<file path="src/rtl/uart_pkg.sv">
// Shared UART definitions: receiver FSM states, default MMIO map, status bits.
package uart_pkg;

  typedef enum logic [1:0] {
    RX_IDLE  = 2'd0,
    RX_START = 2'd1,
    RX_DATA  = 2'd2,
    RX_STOP  = 2'd3
  } rx_state_e;

  localparam logic [15:0] UART_TX_ADDR        = 16'hf001;
  localparam logic [15:0] UART_RX_DATA_ADDR   = 16'hf002;
  localparam logic [15:0] UART_RX_STATUS_ADDR = 16'hf003;

  // Bit positions inside the receiver status register.
  localparam int STAT_VALID_BIT = 0;
  localparam int STAT_FERR_BIT  = 1;
  localparam int STAT_OVR_BIT   = 2;

endpackage

</file>
<file path="src/rtl/uart_rx_fifo.sv">
// Small byte FIFO for received UART data; head is shown combinationally.
module uart_rx_fifo #(
  parameter int DEPTH = 4
) (
  input  logic       clock,
  input  logic       reset,
  input  logic       push_i,
  input  logic [7:0] data_i,
  input  logic       pop_i,
  output logic [7:0] data_o,
  output logic       full_o,
  output logic       empty_o
);

  localparam int AW = $clog2(DEPTH);

  logic [7:0]    mem_q [DEPTH];
  logic [AW-1:0] wrPtr_q;
  logic [AW-1:0] rdPtr_q;
  logic [AW:0]   count_q;
  logic          doPush;
  logic          doPop;

  assign empty_o = (count_q == '0);
  assign full_o  = (count_q == (AW+1)'(DEPTH));
  assign doPop   = pop_i && !empty_o;
  // A full FIFO can still take a byte when the head leaves in the same cycle.
  assign doPush  = push_i && (!full_o || doPop);
  assign data_o  = mem_q[rdPtr_q];

  // Storage array, written at the tail pointer.
  always_ff @(posedge clock) begin
    if (doPush) mem_q[wrPtr_q] <= data_i;
  end

  // Pointers wrap naturally; count tracks occupancy.
  always_ff @(posedge clock or posedge reset) begin
    if (reset) begin
      wrPtr_q <= '0;
      rdPtr_q <= '0;
      count_q <= '0;
    end else begin
      if (doPush) wrPtr_q <= wrPtr_q + AW'(1);
      if (doPop)  rdPtr_q <= rdPtr_q + AW'(1);
      case ({doPush, doPop})
        2'b10:   count_q <= count_q + (AW+1)'(1);
        2'b01:   count_q <= count_q - (AW+1)'(1);
        default: count_q <= count_q;
      endcase
    end
  end

endmodule

</file>
<file path="src/rtl/uart_rx.sv">
// UART 8N1 receiver with a byte FIFO, read through the shared MMIO bus.
module uart_rx
  import uart_pkg::*;
#(
  parameter int          DELAY_FRAMES = 234,
  parameter int          FIFO_DEPTH   = 4,
  parameter logic [15:0] DATA_ADDR    = UART_RX_DATA_ADDR,
  parameter logic [15:0] STATUS_ADDR  = UART_RX_STATUS_ADDR
) (
  input  logic        clock,
  input  logic        reset,
  input  logic        rx,
  input  logic [15:0] mmio_addr,
  input  logic        mmio_req,
  output logic [7:0]  mmio_rdata,
  output logic        mmio_done,
  output logic        rx_valid
);

  localparam int CNT_W = $clog2(DELAY_FRAMES);
  localparam logic [CNT_W-1:0] HALF_LAST = CNT_W'(DELAY_FRAMES / 2 - 1);
  localparam logic [CNT_W-1:0] BIT_LAST  = CNT_W'(DELAY_FRAMES - 1);

  logic             rxMeta_q, rxSync_q;
  rx_state_e        state_q, state_d;
  logic [CNT_W-1:0] cnt_q, cnt_d;
  logic [2:0]       bitIdx_q, bitIdx_d;
  logic [7:0]       shift_q, shift_d;
  logic             frameErr_q, frameErr_d;
  logic             overrun_q, overrun_d;
  logic             done_q, done_d;
  logic [7:0]       rdata_q, rdata_d;
  logic             pushReq, frameErrSet, overrunSet, statusClr, popReq;
  logic [7:0]       fifoHead;
  logic             fifoFull, fifoEmpty;

  uart_rx_fifo #(.DEPTH(FIFO_DEPTH)) fifo (
    .clock   (clock),
    .reset   (reset),
    .push_i  (pushReq),
    .data_i  (shift_q),
    .pop_i   (popReq),
    .data_o  (fifoHead),
    .full_o  (fifoFull),
    .empty_o (fifoEmpty)
  );

  // Frame sequencing: find the start edge, sample each bit at its centre.
  always_comb begin
    state_d     = state_q;
    cnt_d       = cnt_q;
    bitIdx_d    = bitIdx_q;
    shift_d     = shift_q;
    pushReq     = 1'b0;
    frameErrSet = 1'b0;
    case (state_q)
      RX_IDLE: begin
        if (!rxSync_q) begin
          state_d = RX_START;
          cnt_d   = '0;
        end
      end
      RX_START: begin
        if (cnt_q == HALF_LAST) begin
          if (rxSync_q) begin
            state_d = RX_IDLE;
          end else begin
            cnt_d    = '0;
            bitIdx_d = '0;
            state_d  = RX_DATA;
          end
        end else begin
          cnt_d = cnt_q + CNT_W'(1);
        end
      end
      RX_DATA: begin
        if (cnt_q == BIT_LAST) begin
          shift_d[bitIdx_q] = rxSync_q;
          cnt_d             = '0;
          if (bitIdx_q == 3'd7) state_d  = RX_STOP;
          else                  bitIdx_d = bitIdx_q + 3'd1;
        end else begin
          cnt_d = cnt_q + CNT_W'(1);
        end
      end
      RX_STOP: begin
        if (cnt_q == BIT_LAST) begin
          state_d = RX_IDLE;
          cnt_d   = '0;
          if (rxSync_q) pushReq     = 1'b1;
          else          frameErrSet = 1'b1;
        end else begin
          cnt_d = cnt_q + CNT_W'(1);
        end
      end
      default: state_d = RX_IDLE;
    endcase
  end

  // MMIO decode: one request per completion, done cycle ignores the bus.
  always_comb begin
    done_d    = 1'b0;
    rdata_d   = 8'h00;
    popReq    = 1'b0;
    statusClr = 1'b0;
    if (mmio_req && !done_q) begin
      if (mmio_addr == DATA_ADDR) begin
        done_d = 1'b1;
        if (!fifoEmpty) begin
          rdata_d = fifoHead;
          popReq  = 1'b1;
        end
      end else if (mmio_addr == STATUS_ADDR) begin
        done_d                 = 1'b1;
        rdata_d[STAT_VALID_BIT] = !fifoEmpty;
        rdata_d[STAT_FERR_BIT]  = frameErr_q;
        rdata_d[STAT_OVR_BIT]   = overrun_q;
        statusClr              = 1'b1;
      end
    end
  end

  // Sticky error flags; a new error beats a clearing status read.
  always_comb begin
    overrunSet = pushReq && fifoFull && !popReq;
    frameErr_d = frameErrSet || (frameErr_q && !statusClr);
    overrun_d  = overrunSet  || (overrun_q  && !statusClr);
  end

  // All state registers, including the two-flop rx synchroniser.
  always_ff @(posedge clock or posedge reset) begin
    if (reset) begin
      rxMeta_q   <= 1'b1;
      rxSync_q   <= 1'b1;
      state_q    <= RX_IDLE;
      cnt_q      <= '0;
      bitIdx_q   <= '0;
      shift_q    <= '0;
      frameErr_q <= 1'b0;
      overrun_q  <= 1'b0;
      done_q     <= 1'b0;
      rdata_q    <= 8'h00;
    end else begin
      rxMeta_q   <= rx;
      rxSync_q   <= rxMeta_q;
      state_q    <= state_d;
      cnt_q      <= cnt_d;
      bitIdx_q   <= bitIdx_d;
      shift_q    <= shift_d;
      frameErr_q <= frameErr_d;
      overrun_q  <= overrun_d;
      done_q     <= done_d;
      rdata_q    <= rdata_d;
    end
  end

  assign mmio_done  = done_q;
  assign mmio_rdata = rdata_q;
  assign rx_valid   = !fifoEmpty;

endmodule

</file>
<file path="config.mk">
export PLATFORM = sky130hd
export DESIGN_NAME = uart_rx
export DESIGN_NICKNAME = d
export VERILOG_FILES = /design/src/rtl/uart_pkg.sv /design/src/rtl/uart_rx_fifo.sv /design/src/rtl/uart_rx.sv
export SDC_FILE = /design/constraint.sdc
export NUM_CORES = 1
export LEC_CHECK = 0
export ABC_AREA = 1
export CAP_MARGIN = 20
export CORE_MARGIN = 1.5
export CORE_UTILIZATION = 57
export CTS_BUF_LIST = sky130_fd_sc_hd__clkbuf_8 sky130_fd_sc_hd__clkbuf_16
export CTS_CLUSTER_DIAMETER = 40
export DETAILED_ROUTE_END_ITERATION = 12
export PLACE_DENSITY_LB_ADDON = 0.25
export REMOVE_ABC_BUFFERS = 1
export SYNTH_ARGS = -nofsm -noshare
export SYNTH_HDL_FRONTEND = slang
export SYNTH_SLANG_ARGS = --single-unit
</file>
<file path="constraint.sdc">
create_clock -name clock -period 2.7 [get_ports clock]
set_input_delay 0.27 -clock clock [delete_from_list [all_inputs] [get_ports clock]]
set_output_delay 0.27 -clock clock [all_outputs]
set_load 0.1 [all_outputs]
</file>
; After elaboration in Yosys (flattened, before gate mapping)
; Memories as Yosys holds them, arrays and structs flattened.
; Cells that the tools add are included.
[totals]
reg_bits = 41
latch_bits = 0
ramBits = 32
mem_bits_ro = 0
inputBits = 20
out_inout_bits = 10
mem_count = 1
[classes]
add_sub_neg = 6
multipliers = 0
n_div = 0
n_lt_le_gt_ge = 2
n_eq_ne = 18
shifts = 0
n_mux = 41
bitwise_logic = 0
reduce_logical = 24
[mem_list]
columns = memory, words, word_bits, rd, rd_ports_with_merged_regs, wr, line
row1 = fifo.mem_q, 4, 8, 1, 0, 1, uart_rx_fifo.sv:17  ; logic [7:0] mem_q [DEPTH];
[op_table]
columns = op, n
row1 = 8-bit 2-to-1 mux, 5
row2 = "16-bit == test, second input constant", 2
row3 = 8-bit case mux with 3 select lines, 1
row4 = 3-bit 2-to-1 mux, 6
row5 = 1-bit 2-to-1 mux, 17
row6 = "2-bit != test, second input constant", 7
row7 = 2-bit 2-to-1 mux, 6
row8 = 3-bit case mux with 2 select lines, 2
row9 = 5-bit AND reduction, 2
row10 = "8-bit by 1-bit adder with 8-bit output, second input constant", 1
row11 = 8-bit bitwise mux, 1
row12 = "8-bit by 7-bit == test with 1-bit output, second input constant", 1
row13 = "8-bit == test, second input constant", 1
row14 = 1-bit logical AND, 8
row15 = 2-bit case mux with 4 select lines, 1
row16 = "3-bit by 1-bit adder with 3-bit output, second input constant", 2
row17 = "2-bit == test, second input constant", 3
row18 = "3-bit == test, second input constant", 2
row19 = 1-bit logical NOT, 5
row20 = 5-bit 2-to-1 mux, 1
row21 = "2-bit by 1-bit adder with 2-bit output, second input constant", 2
row22 = "2-bit by 1-bit == test with 1-bit output, second input constant", 2
row23 = "3-bit by 4-bit less-than comparator with 1-bit output, second input constant", 1
row24 = 2-bit nonzero test, 2
row25 = 8 further kinds, 10

; Longest topological paths before layout
; Gate-level depths: netlist of run 1.
[logic_depth]
ltp_word = 9
depth_mapped = 14
ltp_nobuf = 14

; Modules after synthesis
; Synthesis of run 1 repeated with hierarchy kept, for this count alone.
[hier_totals]
cells_unflattened = 403
area_unflattened_um2 = 3642.2
[by_module_without_submodules]
columns = module, n_inst, cells_each, area_per_inst_um2, seq_area_each_um2
row1 = uart_rx, 1, 254, 1935.6, 853.3
row2 = uart_rx_fifo, 1, 149, 1706.6, 1136.1

; Worst setup path before layout of run 1
; Ideal clock, no wire load.
[synth_path]
path_type = flip-flop to flip-flop
start = reg done_q (netlist: mmio_done)
end = reg fifo.count_q[2]
setup_ns = 0.063
t_arrival_ns = 2.204
required_ns = 2.637
setup_slack_ns = 0.434
path_stages_with_launch = 15
n_path_buf = 0
synth_period_minus_slack_ns = 2.266
path_cell_list = dfrtp_1 -> inv_1 -> nand2_1 -> inv_1 -> nand2_2 -> clkinv_2 -> nand3_4 -> nor2_2 -> inv_2 -> fa_1 -> inv_1 -> nand4_1 -> nand3_1 -> nand2_1 -> inv_1
[synth_between]
elab_chain_len = 8
elab_cells_between_ends = 10
[synth_rtl]
columns = element, line
row1 = "start, declared", uart_rx.sv:31  ; logic done_q, done_d;
row2 = "start signal, assigned", uart_rx.sv:152  ; done_q <= done_d;
row3 = 1-bit logical NOT (*), uart_rx.sv:106  ; if (mmio_req && !done_q) begin
row4 = 1-bit logical AND (*), uart_rx.sv:106
row5 = 1-bit 2-to-1 mux (*), uart_rx.sv:106
row6 = 1-bit logical AND (*), uart_rx_fifo.sv:26  ; assign doPop = pop_i && !empty_o;
row7 = 1-bit logical OR, uart_rx_fifo.sv:28  ; assign doPush = push_i && (!full_o || doPop);
row8 = 1-bit logical AND, uart_rx_fifo.sv:28
row9 = 2-bit by 1-bit == test with 1-bit output or 2-bit == test (tied branches), uart_rx_fifo.sv:45  ; case ({doPush, doPop})
row10 = 3-bit case mux with 2 select lines or 2-bit nonzero test (tied branches), n/a
row11 = "end signal, assigned", uart_rx_fifo.sv:46  ; 2'b10: count_q <= count_q + (AW+1)'(1);
row12 = "end signal, assigned", uart_rx_fifo.sv:47  ; 2'b01: count_q <= count_q - (AW+1)'(1);
row13 = "end signal, assigned", uart_rx_fifo.sv:48  ; default: count_q <= count_q;
row14 = "end, declared", uart_rx_fifo.sv:20  ; logic [AW:0] count_q;
; Mark *: on every way between the ends. The rest lies on a longest branch, timed or not.
; A chain may end at the register's enable or synchronous reset.

; Final worst setup path of run 1
[layout_path]
start = reg cnt_q[1]
end = mem fifo.mem_q[0][5] (enable)
[layout_between]
elab_chain_len = 6
[layout_rtl]
columns = element, line
row1 = "start, declared", uart_rx.sv:26  ; logic [CNT_W-1:0] cnt_q, cnt_d;
row2 = "start signal, assigned", uart_rx.sv:147  ; cnt_q <= cnt_d;
row3 = 8-bit == test, uart_rx.sv:87  ; if (cnt_q == BIT_LAST) begin
row4 = 1-bit 2-to-1 mux, uart_rx.sv:87
row5 = 1-bit 2-to-1 mux, uart_rx.sv:56  ; case (state_q)
row6 = 1-bit logical AND, uart_rx_fifo.sv:28
row7 = 1-bit 2-to-1 mux, uart_rx_fifo.sv:33  ; if (doPush) mem_q[wrPtr_q] <= data_i;
row8 = 1-bit 2-to-1 mux (not written as such), uart_rx_fifo.sv:33
row9 = "end, declared", uart_rx_fifo.sv:17
; Every way passes these cells.

==> flow_metrics.env, run 1 <==
export IMPL_htree_levels=3
export IMPL_placed_area_mm2=0.00381
export IMPL_synth_top_cell_by_area="dfrtp_1"
export IMPL_rows=28
export IMPL_hp_class="in2reg"
export IMPL_netlist_instances=352
export IMPL_fin_crit_sh=0.773
export IMPL_area_growth_synth_to_final_pct=16.8
export IMPL_start_kind="register"
export IMPL_yosys_top_cells_count="57 x nand2_1, 49 x nor2_1, 42 x inv_1"
export IMPL_fmax_mhz=479
export IMPL_fp_dieH_um=80.6
export IMPL_io_buffers=29
export IMPL_fin_cells=472
export IMPL_start_util=0.584
export IMPL_min_delay_start="rx"
export IMPL_syn_area_mm2=0.00343
export IMPL_fp_coreArea_mm2=0.00589
export IMPL_grt_max_degree=42
export IMPL_cts_tree="built"
export IMPL_yosys_register_bits=73
export IMPL_slowest_stage="dfrtp_1"
export IMPL_n_antenna_cell=0
export IMPL_synth_area_mux_share=0
export IMPL_place_gp_congestion=0.853
export IMPL_num_vias=2503
export IMPL_cap_violations=0
export IMPL_syn_avg_cell_area_um2=9.76
export IMPL_power_density_mw_per_mm2=519
export IMPL_cts_buffers=9
export IMPL_synth_fa_ha_area_frac=0.0386
export IMPL_arrival_ps=2140
export IMPL_wl_per_cell_um=14.0
export IMPL_grt_pass1_wl_um=11000
export IMPL_cts_path_max_buffers=2
export IMPL_synthMostInstantiatedCell="nand2_1"
export IMPL_regArea_mm2=0.00199
export IMPL_multi_input_area_mm2=0.00125
export IMPL_placed_cells=456
export IMPL_grt_pass1_vias=2380
export IMPL_relSlewSlack=0.598
export IMPL_seq_area_frac_synth=0.579
export IMPL_leakage_nw=1.85
export IMPL_clock_sinks=73
export IMPL_rsz0062_at_grt="no"
export IMPL_fin_skew_ps=10.8
export IMPL_synth_compound_area_share=0.0944
export IMPL_ant_nets=0
export IMPL_worstPathRequired_ps=2760
export IMPL_die_area_mm2=0.00650
export IMPL_grt_overflow_total=0
export IMPL_synth_area_top_cells="dfrtp_1 28%, edfxtp_1 28%, nand2_1 6.2%"
export IMPL_synthXorXnorAreaFrac=0.0226
export IMPL_die_x_um=80.6
export IMPL_synth_top_family_by_area="simple AND/OR/NAND/NOR gates"
export IMPL_async_flop_share=0.562
export IMPL_path_clk_slew_ps=80
export IMPL_fillers=445
export IMPL_clk_latency_ps=350
export IMPL_fin_util=0.682
export IMPL_finalMaxSlewViolations=0
export IMPL_hold_buffers=0
export IMPL_tns_ps=0
export IMPL_dpl_hpwl_um=4560
export IMPL_r2r_start="cnt_q[1]"
export IMPL_cts_resized=0
export IMPL_tightest_slew_ps=604
export IMPL_layout_nets=422
export IMPL_max_stage_delay_ps=410
export IMPL_pin_count=30
export IMPL_synthDistinctLibCells=38
export IMPL_hold_violations=0
export IMPL_synth_ff_type="dfrtp_1"
export IMPL_routed_wl_um=6610
export IMPL_min_period_ps=2090
export IMPL_ys_warn_count=0
export IMPL_cts_setup_buffers=0
export IMPL_antenna_found_initial=0
export IMPL_cp_max_fo=8
export IMPL_root_buffer="clkbuf_8"
export IMPL_synthSimpleGateAreaFrac=0.207
export IMPL_synth_edf_count=32
export IMPL_drc=0
export IMPL_setup_viol=0
export IMPL_end_kind="register"
export IMPL_path_cells="inv_1, ha_1, nand2_1, nor2_1, nand2_4, nor3_4, nand2_1, nor2_1, buf_4"
export IMPL_dr_pass1_iters=4
export IMPL_criticalPathCategory="reg2reg"
export IMPL_peakVddDrop_uv=427
export IMPL_status="complete, no violations"
export IMPL_grt_usage=0.229
export IMPL_drt_vias_per_instance=5.30
export IMPL_drive_gt1_frac=0.144
export IMPL_drtIter0Drc=183
export IMPL_synth_top_area_share=0.284
export IMPL_startpoint="cnt_q[1]"
export IMPL_stdcell_area_mm2=0.00401
[path summary, 6_finish.rpt]
kind	to	slack, ps	cells after the start
worst max-delay path	fifo.mem_q[0][5]	610	9
worst min-delay path	rxMeta_q	320	1
worst max register to register	fifo.mem_q[0][5]	610	9
worst min register to register	rxSync_q	360	0
max in group asynchronous	frameErr_q	1980	3
min in group asynchronous	mmio_rdata[5]	350	3
[worst max-delay path: cells and delay by family, from the launching register on]
family | cells | cell delay [ps]
flops | 1 | 410
buf+inv | 2 | 290
fa+ha+maj | 1 | 150
simple gates | 6 | 940
[sequential cells by signal, indices dropped and copies added, names as in the netlist, named ones only]
| name | flops |
|---|---|
| fifo.mem_q | 32 |
| shift_q | 8 |
| fifo.rdPtr_q | 2 |
| bitIdx_q | 3 |
| rxMeta_q | 1 |
| state_q | 1 |
| mmio_done | 1 |
| frameErr_q | 1 |
| cnt_q | 8 |
| fifo.count_q | 3 |
| mmio_rdata | 8 |
| rxSync_q | 1 |
| overrun_q | 1 |
| fifo.wrPtr_q | 2 |
[power breakdown]
part / internal [mW] / switching (mW)
Clock: 0.434 / 0.432
Combinational: 0.0297 / 0.0288
Sequential: 1.15 / 0.00220
[cells by family (layout without fill, tap and decap cells)]
| group | after synthesis | in the layout |
|---|---|---|
| buffers and inverters | 52 | 97 |
| XOR/XNOR | 8 | 8 |
| AO/OA/AOI/OAI | 57 | 57 |
| adder cells (fa/ha/maj) | 10 | 10 |
| AND/OR/NAND/NOR | 152 | 152 |
| flip-flops | 73 | 73 |
[stage by stage]
stage | hold slack (ps) | power [mW] | setup WS (ps)
global route | 329 | 2.14 | 372
finish | 323 | 2.08 | 614
detailed placement | 350 | 1.24 | 315
floorplan | 274 | 1.20 | 434
CTS | 314 | 2.09 | 597
global placement | 349 | 1.24 | 431
[cell usage in the layout, fill, tap and decap left out, types with 13 or more instances in the layout]
cell / instances
dfrtp_1: 39
buf_4: 15
clkdlybuf4s50_1: 19
nand2_1: 57
a21oi_1: 13
nand3_1: 23
o21ai_0: 28
edfxtp_1: 32
nor2_1: 49
inv_1: 42
[routing by layer]
| layer | track usage | part of all wire | up-vias |
|---|---|---|---|
| met5 | 0 | 0 | - |
| met4 | 0.0845 | 0.014 | 0 |
| met3 | 0.0500 | 0.048 | 10 |
| met2 | 0.390 | 0.52 | 64 |
| met1 | 0.285 | 0.42 | 1183 |
| li1 | - | - | 1246 |
[layout make-up]
cell class | count | share of cell area
Timing Repair Buffer | 34 | 0.0755
Sequential cell | 73 | 0.496
Inverter | 47 | 0.0443
Multi-Input combinational cell | 227 | 0.311
Clock inverter | 7 | 0.0193
Tap cell | 75 | 0.0234
Clock buffer | 9 | 0.0309
Note: power is estimated with default switching activity, not from simulation.
==> run 2: changes to the inputs <==
==> constraint.sdc (replaced) <==
create_clock -name clock -period 2.1 [get_ports clock]
set_input_delay 0.21 -clock clock [delete_from_list [all_inputs] [get_ports clock]]
set_output_delay 0.21 -clock clock [all_outputs]
set_load 0.1 [all_outputs]
==> run 2 against run 1 <==
Against the previous run:
- register-to-register slack got worse by 520 ps
- sequential share of layout area shrank 1.4 points
- combinational power increased by 31%
- count of clock-buffer cells in the layout is the same
- final cell count rose by 2.5%
- via count is 0.96% higher
- maximum frequency is 4.1% higher
- non-clock buffer count increased by 12
- wire length shrank 1.6%
==> flow_metrics.env, run 2 (synthesis results as in run 1) <==
export IMPL_drive_gt1_frac=0.183
export IMPL_cpMostUsedCell="inv_2"
export IMPL_power_density_mw_per_mm2=644
export IMPL_final_common_cell="nand2_1"
export IMPL_dpl_hpwl_um=4540
export IMPL_max_flop_register="fifo.mem_q"
export IMPL_slowest_stage="fa_2"
export IMPL_hold_violations=0
export IMPL_n_antenna_cell=0
export IMPL_die_x_um=80.6
export IMPL_setup_viol=0
export IMPL_clk_latency_ps=340
export IMPL_path_cells="inv_2, ha_4, nand2_2, nor2_4, nand2_4, nor3_4, nor2_2, inv_2, fa_2, inv_2, nand2_1, o21ai_1"
export IMPL_fp_coreArea_mm2=0.00589
export IMPL_status="complete, no violations"
export IMPL_root_buffer="clkbuf_8"
export IMPL_tightest_slew_ps=534
export IMPL_worstPathRequired_ps=2360
export IMPL_peakVddDrop_uv=573
export IMPL_pin_count=30
export IMPL_antenna_found_initial=0
export IMPL_drc=0
export IMPL_fillers=413
export IMPL_drt_vias_per_instance=5.22
export IMPL_fin_util=0.701
export IMPL_leakage_nw=1.92
export IMPL_layout_nets=434
export IMPL_max_stage_delay_ps=440
export IMPL_cp_max_fo=4
export IMPL_cts_path_max_buffers=2
export IMPL_grt_max_degree=42
export IMPL_area_growth_synth_to_final_pct=20.2
export IMPL_grt_pass1_wl_um=10700
export IMPL_fp_dieH_um=80.6
export IMPL_start_kind="register"
export IMPL_fin_ws_ps=95.5
export IMPL_die_area_mm2=0.00650
export IMPL_tns_ps=0
export IMPL_dr_pass1_iters=4
export IMPL_total_power_mw=2.66
export IMPL_min_period_ps=2000
export IMPL_fmax_mhz=499
export IMPL_criticalPathCategory="reg2reg"
export IMPL_num_vias=2527
export IMPL_htree_levels=3
export IMPL_grt_pass1_vias=2437
export IMPL_arrival_ps=2270
export IMPL_io_buffers=29
export IMPL_place_gp_congestion=0.877
export IMPL_start_util=0.584
export IMPL_routed_wl_um=6510
export IMPL_ant_nets=0
export IMPL_path_clk_slew_ps=80
export IMPL_pre_cts_slack_ps=-83.5
export IMPL_relSlewSlack=0.644
export IMPL_cap_violations=0
export IMPL_cts_tree="built"
export IMPL_cts_buffers=9
export IMPL_finalMaxSlewViolations=0
export IMPL_largest_register_ffs=32
export IMPL_final_cell_mix="56 x nand2_1, 48 x nor2_1, 40 x inv_1"
export IMPL_clock_sinks=73
export IMPL_rows=28
export IMPL_hp_class="in2reg"
export IMPL_wl_per_cell_um=13.4
export IMPL_fin_skew_ps=7.45
export IMPL_drtIter0Drc=118
export IMPL_end_kind="register"
export IMPL_fin_crit_sh=0.955
export IMPL_hold_buffers=0
export IMPL_grt_overflow_total=0
export IMPL_fin_hold_ws_ps=276
export IMPL_grt_usage=0.221
-- run 2: changes by cell type in the layout (fill, tap and decap cells not counted), sizes merged --
| cell | before | now |
|---|---|---|
| clkinv | 4 | 6 |
| inv | 48 | 47 |
| buf | 15 | 27 |
| clkinvlp | 1 | 0 |
-- run 2: metrics by stage --
stage	cells	area, um^2
6_report	484	4130
5_1_grt	484	4130
4_1_cts	481	4080
3_5_place_dp	465	3880
3_3_place_gp	465	3880
2_1_floorplan	347	3410
-- run 2: layer usage --
metal | global-route usage | vias to the layer above | part of all wire
met2 | 0.384 | 61 | 0.51
met1 | 0.268 | 1183 | 0.42
met4 | 0.0862 | 0 | 0.018
li1 | - | 1271 | -
met5 | 0 | - | 0
met3 | 0.0443 | 12 | 0.048
-- run 2: worst paths after layout --
check,endpoint,cells past startpoint,from,slack [ps]
min,rxMeta_q,1,rx,280
min reg2reg,rxSync_q,0,rxMeta_q,370
max in group asynchronous,mmio_done,3,reset,1400
max,fifo.count_q[1],12,cnt_q[1],100
min in group asynchronous,bitIdx_q[0],3,reset,320
max reg2reg,fifo.count_q[1],12,cnt_q[1],100
-- run 2: final cells by class --
class                           instances  area, um^2  share of cell area
Timing Repair Buffer                   46         393              0.0952
Clock inverter                          7        78.8              0.0191
Inverter                               47         178              0.0430
Clock buffer                            9         124              0.0300
Multi-Input combinational cell        227        1270               0.308
Tap cell                               75        93.8              0.0227
Sequential cell                        73        1990               0.482
-- run 2: repair_timing --
action	in CTS	in global routing
setup buffers	0	3
resized for setup	0	8
hold endpoints to repair	0	0
endpoints found under the setup margin	0	34
-- run 2: power by group --
| group | internal, mW | switching (mW) | total [mW] |
|---|---|---|---|
| combinational | 0.0394 | 0.0373 | 0.0767 |
| sequential | 1.48 | 0.00275 | 1.49 |
| clock | 0.558 | 0.538 | 1.10 |
-- run 2: critical path: cells and delay by family, from the launching register on --
kind,cells,cell delay (ps)
buf+inv,3,230
fa+ha+maj,2,570
flops,1,420
compound gates,1,70
simple gates,6,650
==> RTL edit (flow settings as in run 2) <==
Add an input register stage for `mmio_addr`, with the module's reset; this delays it by one clock. The other inputs are not delayed to match.
--- a/src/rtl/uart_rx.sv
+++ b/src/rtl/uart_rx.sv
@@ -21,4 +21,14 @@
   localparam logic [CNT_W-1:0] HALF_LAST = CNT_W'(DELAY_FRAMES / 2 - 1);
   localparam logic [CNT_W-1:0] BIT_LAST  = CNT_W'(DELAY_FRAMES - 1);
+
+  logic [15:0] mmio_addr_q;
+
+  always_ff @(posedge clock or posedge reset) begin
+    if (reset) begin
+      mmio_addr_q <= '0;
+    end else begin
+      mmio_addr_q <= mmio_addr;
+    end
+  end
 
   logic             rxMeta_q, rxSync_q;
@@ -105,5 +115,5 @@
     statusClr = 1'b0;
     if (mmio_req && !done_q) begin
-      if (mmio_addr == DATA_ADDR) begin
+      if (mmio_addr_q == DATA_ADDR) begin
         done_d = 1'b1;
         if (!fifoEmpty) begin
@@ -111,5 +121,5 @@
           popReq  = 1'b1;
         end
-      end else if (mmio_addr == STATUS_ADDR) begin
+      end else if (mmio_addr_q == STATUS_ADDR) begin
         done_d                 = 1'b1;
         rdata_d[STAT_VALID_BIT] = !fifoEmpty;
Behaviour: not the same (a bounded check fails within 4 cycles, from zero or initial values and one cycle with reset high).
==> RTL edit against run 2 <==
Final area up 6.7%. Sequential power grew 21%. Setup slack improved by 0.054 ns. Routed wire length grew 1.5%. Clock power up 4%. Sequential cell count is 16 higher. Hold slack worse by 0.19 ns. Synthesized area grew 10%. Non-clock buffer count decreased by 4. Utilization down 1.1 points. Global-route usage shrank 1.3 points. Total power increased by 14%. Critical path type unchanged. Largest power group unchanged.
==> RTL edit: results (changes against run 2) <==
Outcome
  • Status: complete, no violations (unchanged)

Critical path
  • Worst reg2reg path endpoint: fifo.count_q[2]$_DFFE_PP0P_ (was fifo.count_q[1]$_DFFE_PP0P_)
  • Worst r2r src: cnt_q[0]$_DFF_PP0_ (was cnt_q[1]$_DFF_PP0_)
  • R2r worst-path depth: 14 (was 12)
  • Critical-path maximum fanout: 5 (was 4)
  • Worst Path Arrival: 2.20 ns (was 2.27 ns)
  • Slowest cell on crit path: dfrtp_1 (was fa_2)
  • Reg-to-reg slack, setup: 0.15 ns (was 0.1 ns)

Cells and area
  • Final clock-cell share: 4.459% (was 4.911%)
  • Total of fill cells in the finished design: 485 (was 413)
  • Seq area share: 54.25% (was 48.20%)
  • Multi-input gate count: 219 (was 227)
  • Nets: 433 (was 434)
  • Non-clock inverters: 42 (was 47)
  • Fraction of area in multi-input gates: 26.95% (was 30.80%)
  • CLK BUF: 11 (was 9)
  • Non-clock buffers, area share: 8.520% (was 9.518%)
  • Layout cell share with drive strength beyond 1: 16.67% (was 18.34%)

STA
  • Slew HR: 76.63% (was 64.40%)
  • Clock skew: 0.01050 ns (was 0.007445 ns)

Global route
  • Largest net degree at the start of global routing: 51 (was 42)
  • GRT Resource Usage Total: 20.80% (was 22.06%)

Placement
  • Placed wire-length estimate: 4664 microns (was 4540 microns)
  • RD Place Congestion: 0.8435 (was 0.8768)
  • Post-Place Cells: 468 (was 465)

Routing
  • Avg Vias per Cell: 5.216 (was 5.221)
  • Routed WL: 6604 microns (was 6505 microns)
  • First-pass detailed-route iteration total: 5 (was 4)
  • Per-cell routed wire length: 13.62 microns (was 13.44 microns)

Logic synthesis
  • Seq/Total Area, Yosys: 63.14% (was 57.92%)
  • Largest cells by area after synthesis: dfrtp_1 (36%), edfxtp_1 (25%), nor2_1 (5.3%), nand2_1 (4.9%), o21ai_0 (4.2%) (was dfrtp_1 (28%), edfxtp_1 (28%), nand2_1 (6.2%), nor2_1 (5.4%), inv_1 (4.6%))
  • Top cells by instance count after synthesis: dfrtp_1 (55), nor2_1 (53), nand2_1 (49) (was nand2_1 (57), nor2_1 (49), inv_1 (42))
  • Ys async rst share: 64.04% (was 56.16%)
  • Post-Syn Instances: 358 (was 352)

Power and ir drop
  • Worst vdd ir: 0.4669 mV (was 0.5730 mV)
  • Internal power: 2385 uW (was 2081 uW)
  • Leak: 0.001968 uW (was 0.001917 uW)

Clock tree
  • CTS Sinks: 89 (was 73)

Worst hold path
  • HP Class: input pin to async pin (was input pin to flop)
-- RTL edit: power by group through the flow --
stage / Clock (uW) / Combinational, uW / Sequential [uW]
global route: 1240 / 88.7 / 1810
global placement: 0 / 79.7 / 1850
detailed placement: 0 / 80.9 / 1850
floorplan: 0 / 26.7 / 1850
CTS: 1170 / 80.9 / 1810
finish: 1140 / 78.5 / 1810
-- RTL edit: how the worst min path moves through the flow --
stage,from,endpoint,slack [ns],cells past startpoint
final,reset,cnt_q[4]$_DFF_PP0_,0.08,2
after global routing,reset,cnt_q[4]$_DFF_PP0_,0.11,2
after CTS,reset,cnt_q[4]$_DFF_PP0_,0.06,2
after detailed placement,rxMeta_q$_DFF_PP1_,rxSync_q$_DFF_PP1_,0.35,0
after global placement,rxMeta_q$_DFF_PP1_,rxSync_q$_DFF_PP1_,0.35,0
after floorplan,rx,rxMeta_q$_DFF_PP1_,0.21,0
-- RTL edit: cell families after synthesis --
kind of cell,Yosys count,synth area share [%]
adders and majority gates,10,3.504
AOI/OAI and AO/OA,60,9.091
and+or+nand+nor,141,16.86
xor gates and xnor gates,8,1.851
buffers and inverters,50,5.554
DFF,89,63.14
-- RTL edit: per-stage QoR --
stage                     worst slack (ns)  total power (uW)  util (%)  area, sq um  setup TNS (ns)
final                               0.1495              3025     68.99         4405               0
after global placement             0.08430              1927     65.75         4199               0
after CTS                           0.1357              3067     68.83         4395               0
after global routing             -0.001009              3143     68.99         4405       -0.001009
after detailed placement          0.001514              1929     65.75         4199               0
after floorplan                    -0.2208              1875         -         3735          -6.464
-- RTL edit: per-layer routing --
layer	GRT usage (%)	up-vias	wire length, microns
met5	0	-	0
met3	4.818	7	330
li1	-	1273	-
met2	33.12	57	3175
met1	28.76	1193	3014
met4	6.598	0	82
